[src/rtl/conf_loader.sv]
`default_nettype none
// ============================================================================
//  Module      : conf_loader
//  Description : Streams configuration words from a word-addressed memory
//                into N_RC parallel RC configuration register files.
//                The memory image is PC-major (word k = pc*N_RC + rc), and
//                there is one read outstanding at a time:
//                REQ -> WAIT -> WRITE per word.
//  Revision    : 1.0 - initial release
// ----------------------------------------------------------------------------
//  Ports
//    clk_i, rst_i        clock, synchronous active-high reset
//    start_i             load request (sampled in IDLE only)
//    base_addr_i         byte address of word 0 (bits [1:0] forced to 0)
//    num_instr_i         PC slots to load per RC (clamped to RCS_NUM_CREG)
//    abort_i             finish the in-flight word, then stop
//    mem_req_o/addr_o    read request and word-aligned address
//    mem_gnt_i           request accepted
//    mem_rvalid_i/rdata  read response
//    instr_o, pc_o       data and slot for the conf register file
//    we_o, ce_o          one-hot RC write enable and conf-file clock enable
//    busy_o              high outside IDLE
//    done_o, aborted_o   one-cycle completion pulses
// ============================================================================
module conf_loader #(
    parameter  int INSTR_WIDTH  = 32,
    parameter  int RCS_NUM_CREG = 32,
    parameter  int N_RC         = 4,
    localparam int PCW          = $clog2(RCS_NUM_CREG),
    localparam int CW           = PCW + 1
) (
    input  logic                   clk_i,
    input  logic                   rst_i,
    input  logic                   start_i,
    input  logic [31:0]            base_addr_i,
    input  logic [CW-1:0]          num_instr_i,
    input  logic                   abort_i,
    output logic                   mem_req_o,
    output logic [31:0]            mem_addr_o,
    input  logic                   mem_gnt_i,
    input  logic                   mem_rvalid_i,
    input  logic [INSTR_WIDTH-1:0] mem_rdata_i,
    output logic [INSTR_WIDTH-1:0] instr_o,
    output logic [PCW-1:0]         pc_o,
    output logic [N_RC-1:0]        we_o,
    output logic                   ce_o,
    output logic                   busy_o,
    output logic                   done_o,
    output logic                   aborted_o
);

    localparam int RCW = (N_RC > 1) ? $clog2(N_RC) : 1;

    typedef enum logic [1:0] {
        S_IDLE  = 2'd0,
        S_REQ   = 2'd1,
        S_WAIT  = 2'd2,
        S_WRITE = 2'd3
    } state_t;

    state_t          r_state;
    logic [CW-1:0]   r_n;
    logic [PCW-1:0]  r_pc;
    logic [RCW-1:0]  r_rc;
    logic            r_abort;

    logic [CW-1:0]   w_n;
    logic            w_last;
    logic [N_RC-1:0] w_we_onehot;

    // Requests beyond the register file depth are clamped to the full depth.
    assign w_n = (num_instr_i > CW'(RCS_NUM_CREG)) ? CW'(RCS_NUM_CREG) : num_instr_i;

    // Last word of the load: final PC slot of the final RC.
    assign w_last = ({1'b0, r_pc} == (r_n - CW'(1))) && (r_rc == RCW'(N_RC - 1));

    always_comb begin
        w_we_onehot = '0;
        for (int i = 0; i < N_RC; i++) begin
            w_we_onehot[i] = (r_rc == RCW'(i));
        end
    end

    always_ff @(posedge clk_i) begin
        if (rst_i) begin
            r_state    <= S_IDLE;
            r_n        <= '0;
            r_pc       <= '0;
            r_rc       <= '0;
            r_abort    <= 1'b0;
            mem_req_o  <= 1'b0;
            mem_addr_o <= '0;
            instr_o    <= '0;
            pc_o       <= '0;
            we_o       <= '0;
            ce_o       <= 1'b0;
            busy_o     <= 1'b0;
            done_o     <= 1'b0;
            aborted_o  <= 1'b0;
        end else begin
            // Pulses and write strobes default low every cycle.
            done_o    <= 1'b0;
            aborted_o <= 1'b0;
            we_o      <= '0;
            ce_o      <= 1'b0;

            case (r_state)
                S_IDLE: begin
                    if (start_i) begin
                        r_n     <= w_n;
                        r_pc    <= '0;
                        r_rc    <= '0;
                        r_abort <= 1'b0;
                        if (w_n == '0) begin
                            done_o <= 1'b1;
                        end else begin
                            r_state    <= S_REQ;
                            busy_o     <= 1'b1;
                            mem_req_o  <= 1'b1;
                            mem_addr_o <= base_addr_i & ~32'h3;
                        end
                    end
                end

                S_REQ: begin
                    if (abort_i) begin
                        r_abort <= 1'b1;
                    end
                    // Request and address stay put until the grant arrives.
                    if (mem_gnt_i) begin
                        mem_req_o <= 1'b0;
                        r_state   <= S_WAIT;
                    end
                end

                S_WAIT: begin
                    if (abort_i) begin
                        r_abort <= 1'b1;
                    end
                    if (mem_rvalid_i) begin
                        instr_o <= mem_rdata_i;
                        pc_o    <= r_pc;
                        we_o    <= w_we_onehot;
                        ce_o    <= 1'b1;
                        r_state <= S_WRITE;
                    end
                end

                S_WRITE: begin
                    // The last word always completes normally, even when an
                    // abort is pending.
                    if (w_last) begin
                        r_state <= S_IDLE;
                        busy_o  <= 1'b0;
                        done_o  <= 1'b1;
                        r_abort <= 1'b0;
                    end else if (r_abort || abort_i) begin
                        r_state   <= S_IDLE;
                        busy_o    <= 1'b0;
                        aborted_o <= 1'b1;
                        r_abort   <= 1'b0;
                    end else begin
                        if (r_rc == RCW'(N_RC - 1)) begin
                            r_rc <= '0;
                            r_pc <= r_pc + PCW'(1);
                        end else begin
                            r_rc <= r_rc + RCW'(1);
                        end
                        // PC-major layout makes the next word simply the next
                        // address; the add wraps modulo 2^32.
                        r_state    <= S_REQ;
                        mem_req_o  <= 1'b1;
                        mem_addr_o <= mem_addr_o + 32'd4;
                    end
                end

                default: r_state <= S_IDLE;
            endcase
        end
    end

endmodule
`default_nettype wire

[config.mk]
export PLATFORM = sky130hd
export DESIGN_NAME = conf_loader
export DESIGN_NICKNAME = d
export VERILOG_FILES = /design/src/rtl/conf_loader.sv
export SDC_FILE = /design/constraint.sdc
export NUM_CORES = 1
export LEC_CHECK = 0
export CAP_MARGIN = 10
export CORE_MARGIN = 4
export CORE_UTILIZATION = 42
export DETAILED_ROUTE_END_ITERATION = 10
export GPL_TIMING_DRIVEN = 0
export PLACE_DENSITY = 0.76
export SYNTH_ARGS = -nofsm -noshare
export SYNTH_HDL_FRONTEND = slang
export SYNTH_SLANG_ARGS = --single-unit
[constraint.sdc]
create_clock -name clk_i -period 2.2 [get_ports clk_i]
set_input_delay 0.33 -clock clk_i [delete_from_list [all_inputs] [get_ports clk_i]]
set_output_delay 0.33 -clock clk_i [all_outputs]
set_load 0.05 [all_outputs]
==> results.toml <==
[finish]
n_antenna_cell = 0
layout-drive-gt1-share = 0.1706
seqCellArea_um2 = 1858
final_cells = 958
finalNetCount = 899
area_growth_pct = 55.52
layout.filler_cells = 908
multi_input_area_um2 = 3085
finish.instance_area_um2 = 7599

[setup_path]
critPathMaxFanout = 8
worst_path_max_delay_cell = "sky130_fd_sc_hd__dfxtp_2"
crit_path_start_kind = "flop"
crit-reg2reg-capture = "mem_addr_o[28]"
list_of_cells_traversed_by_the_critical_path = "ha_4, clkinvlp_4, nor3_4, nand4_2, o21ai_2, buf_6, o21ai_4, buf_12, a32o_1"
r2r_start = "r_rc[0]"
path_depth = 9
timing.critical_path.slowest_cell_delay_ns = 0.40
end_kind = "flop"
critPathBufInv = 3
setup.worst_path.start = "r_rc[0]"
worst-endpoint-required_ns = 2.44
timing.critical_path.to = "mem_addr_o[28]"
cp_data_arrival_time_ns = 2.50
setup.reg_to_reg.worst_slack_ns = -0.06
reg2reg_depth = 9
worst_path_dominant_cell_family = "compound AO/OA/AOI/OAI gates"
worst_setup_path_category = "reg2reg"

[logic_synthesis]
synth_cell_types = 70
synth_warnings = 0
post_synth_fa_ha_maj_area_fraction = 0.03073
synth.yosys.seq_area_share = 0.3770
post-synth-top-count-cell = "sky130_fd_sc_hd__nand2_1"
synth-async-reset-ratio = 0
post_synth_mux_area_share = 0.006146
yosys.area_share.xor_xnor = 0.01076
synth_top_area_frac = 0.3770
syn-mean-instance-area_um2 = 7.932
ys_dominant_reg_cell = "sky130_fd_sc_hd__dfxtp_1"
syn-instance-count = 616
largest_family_of_logic_cells_by_synthesized_area = "compound AO/OA/AOI/OAI gates"
synthesis.area_um2 = 4886
synth-compound-area-share = 0.2622
count_of_flip_flops_with_a_built_in_enable_after_synthesis = 0
yosys-top-cells-area = "sky130_fd_sc_hd__dfxtp_1 38%, sky130_fd_sc_hd__nand2_1 9.1%, sky130_fd_sc_hd__a21oi_1 6.5%"
synth.largest_area_cell = "sky130_fd_sc_hd__dfxtp_1"
ys_top_cells_by_count = "118 x sky130_fd_sc_hd__nand2_1, 92 x sky130_fd_sc_hd__dfxtp_1, 63 x sky130_fd_sc_hd__a21oi_1"
synth_simple_gate_area_frac = 0.2545
synth-seq-cells = 92

[placement]
numPortBuffers = 147
hpwlAfterDp_mm = 13.07
placement.cell_area_um2 = 6553
post-place-cells = 907
place.gp.congestion = 0.9341

[sta]
postLayoutSetupSlackWorst_ns = -0.06476
slew_headroom = 0.4262
setup-violations-final = 17
finalWorstPathRequiredPeriod_ns = 2.265
rsz_0062_raised_after_global_routing = "yes"
finalCritPeriodShare = 1.029
finClkSkew_ns = 0.01084
slew_of_the_pin_with_the_lowest_slew_margin_ns = 0.8607
fmax_ghz = 0.4415
final-hold-violation-count = 0
drv_slew = 0
hold-worst-slack_ns = 0.4379

[drt]
routed_wl_mm = 19.38
detail_route.iter0.violations = 699
drtPass1Iterations = 5
post-route-drc-count = 0
wl_per_cell_um = 20.23
met3_length_mm = 1.984
drtAntennaViolNets = 0
route.detailed.vias_per_inst = 6.109
met1Wirelength_mm = 7.551
routed-via-count = 5852
routed.top_layer = "met4"
dr_wl_met2_mm = 9.143

[clocking]
clk_pin_slew_ns = 0.07
clk_latency_ns = 0.35
h-tree-depth = 3
clk_root_buffer_cell = "sky130_fd_sc_hd__clkbuf_16"
cts_sinks = 92
tritoncts_clock_tree = "built"
max-clock-path-buffers = 2
total_cts_buffers = 9

[flow_run]
max_cap_violations = 0

[die]
initial_core_util = 0.4279
rows = 39
io-pin-count = 154
core_area_um2 = 11420
die_area_um2 = 13420
fp.dieH_um = 115.9
fp.dieW_um = 115.9

[outcome]
failing_checks = "setup timing"
status = "finished, violations left"

[pwr]
comb_power_frac = 0.588
power.net_switching_mw = 4.746
static_leak_nw = 2.763
net_switching_share_of_the_total_power = 0.4731
p_int_mw = 5.286
power.density_nw_per_um2 = 1320
power_share_of_the_sequential_group = 0.254
clock_power_share = 0.158
peakVddDrop_mv = 1.049

[global_route]
grt_pass1_wl_mm = 28.84
grt_max_degree = 17
grt_usage = 0.2717
grt.overflow.total = 0
first_global_vias = 5611
number_of_antenna_violations_at_the_first_check_in_global_routing = 0

[worst_hold_path]
hold_path_startpoint = "num_instr_i[5]"
min-delay-path-class = "in2reg"
## per-stage QoR
step	setup TNS, ns	util	power [mW]	setup WS [ns]
CTS	-0.04775	0.6262	9.252	-0.03082
floorplan	0	-	5.547	0.01186
global placement	-24.13	0.5739	7.043	-0.7929
global route	-2.307	0.6655	10.40	-0.1620
finish	-0.4553	0.6655	10.03	-0.06476
detailed placement	-25.68	0.5739	7.139	-0.8166
## cell type report
cell class                 instances  share of cell area
multi-input combinational        459              0.4061
sequential                        92              0.2445
timing repair buffer             184              0.2412
buffer                            47             0.03606
clock buffer                       9             0.02964
tap                              143             0.02355
clock inverter                     6            0.009550
inverter                          18            0.009386
## power groups by stage
stage	clock network [mW]	registers [mW]	logic [mW]
2_1_floorplan	0	3.63	1.92
3_3_place_gp	0	2.53	4.51
3_5_place_dp	0	2.55	4.58
4_1_cts	1.59	2.52	5.14
5_1_grt	1.66	2.60	6.13
6_report	1.59	2.54	5.90
## sequential cells by signal, summed over array words and instances (netlist names), 2 cells and up
| signal | cells |
|---|---|
| instr_o | 32 |
| mem_addr_o | 30 |
| r_n | 6 |
| pc_o | 5 |
| r_pc | 5 |
| we_o | 4 |
| r_rc | 2 |
| r_state | 2 |
## layer usage
layer  global-route usage  up-vias
met2               0.4392      384
met1               0.3589     2739
met3              0.04804       78
met4               0.1098        0
met5             0.007407        -
li1                     -     2651
## worst min-delay path, cell delays in order
cell and delay [ns]:
sky130_fd_sc_hd__clkbuf_1 0.20, sky130_fd_sc_hd__nand3_1 0.14, sky130_fd_sc_hd__a21oi_1 0.06
## cells by family (layout without fill, tap and decap cells)
| group | Yosys count | after routing |
|---|---|---|
| AOI/OAI and AO/OA | 179 | 179 |
| DFF | 92 | 92 |
| other | 1 | 2 |
| and+or+nand+nor | 257 | 257 |
| adders and majority gates | 12 | 12 |
| muxes | 3 | 3 |
| xor gates and xnor gates | 6 | 6 |
| buffers and inverters | 66 | 264 |
## worst min path at each step
| stage | to | slack, ns | cells past startpoint |
|---|---|---|---|
| after CTS | r_n[5] | 0.42 | 3 |
| after global placement | instr_o[17] | 0.44 | 2 |
| final | r_n[5] | 0.44 | 3 |
| after detailed placement | instr_o[21] | 0.45 | 2 |
| after floorplan | r_n[5] | 0.45 | 2 |
| after global routing | instr_o[21] | 0.47 | 2 |
## layout by cell type (no fill, tap or decap), types with 4 or more instances in the layout
master and count:
sky130_fd_sc_hd__o211ai_1 9, sky130_fd_sc_hd__nand3_1 14, sky130_fd_sc_hd__a211oi_1 6, sky130_fd_sc_hd__clkbuf_2 5, sky130_fd_sc_hd__buf_4 28, sky130_fd_sc_hd__clkbuf_16 11
sky130_fd_sc_hd__nor3_1 10, sky130_fd_sc_hd__xnor2_1 4, sky130_fd_sc_hd__inv_1 14, sky130_fd_sc_hd__nand2_1 117, sky130_fd_sc_hd__nor2b_1 8, sky130_fd_sc_hd__dfxtp_2 10
sky130_fd_sc_hd__a21oi_1 62, sky130_fd_sc_hd__nor4_1 7, sky130_fd_sc_hd__buf_1 6, sky130_fd_sc_hd__dfxtp_1 81, sky130_fd_sc_hd__o32ai_2 7, sky130_fd_sc_hd__a31oi_1 8
sky130_fd_sc_hd__buf_6 7, sky130_fd_sc_hd__clkbuf_1 21, sky130_fd_sc_hd__o211a_1 7, sky130_fd_sc_hd__clkdlybuf4s50_1 143, sky130_fd_sc_hd__o32ai_1 4, sky130_fd_sc_hd__and3_1 13
sky130_fd_sc_hd__nor2_1 32, sky130_fd_sc_hd__buf_12 4, sky130_fd_sc_hd__buf_2 5, sky130_fd_sc_hd__ha_1 10, sky130_fd_sc_hd__a32o_1 5, sky130_fd_sc_hd__nor3b_1 6
sky130_fd_sc_hd__o21ai_0 12, sky130_fd_sc_hd__nand4_1 16
## timing repair
item,CTS,global route
setup endpoints to repair,40,46
cloned,2,3
hold buffers,0,0
pin swaps,11,28
resized for setup,55,48
buffers inserted,15,17
Note: power is estimated with default switching activity, not from simulation.
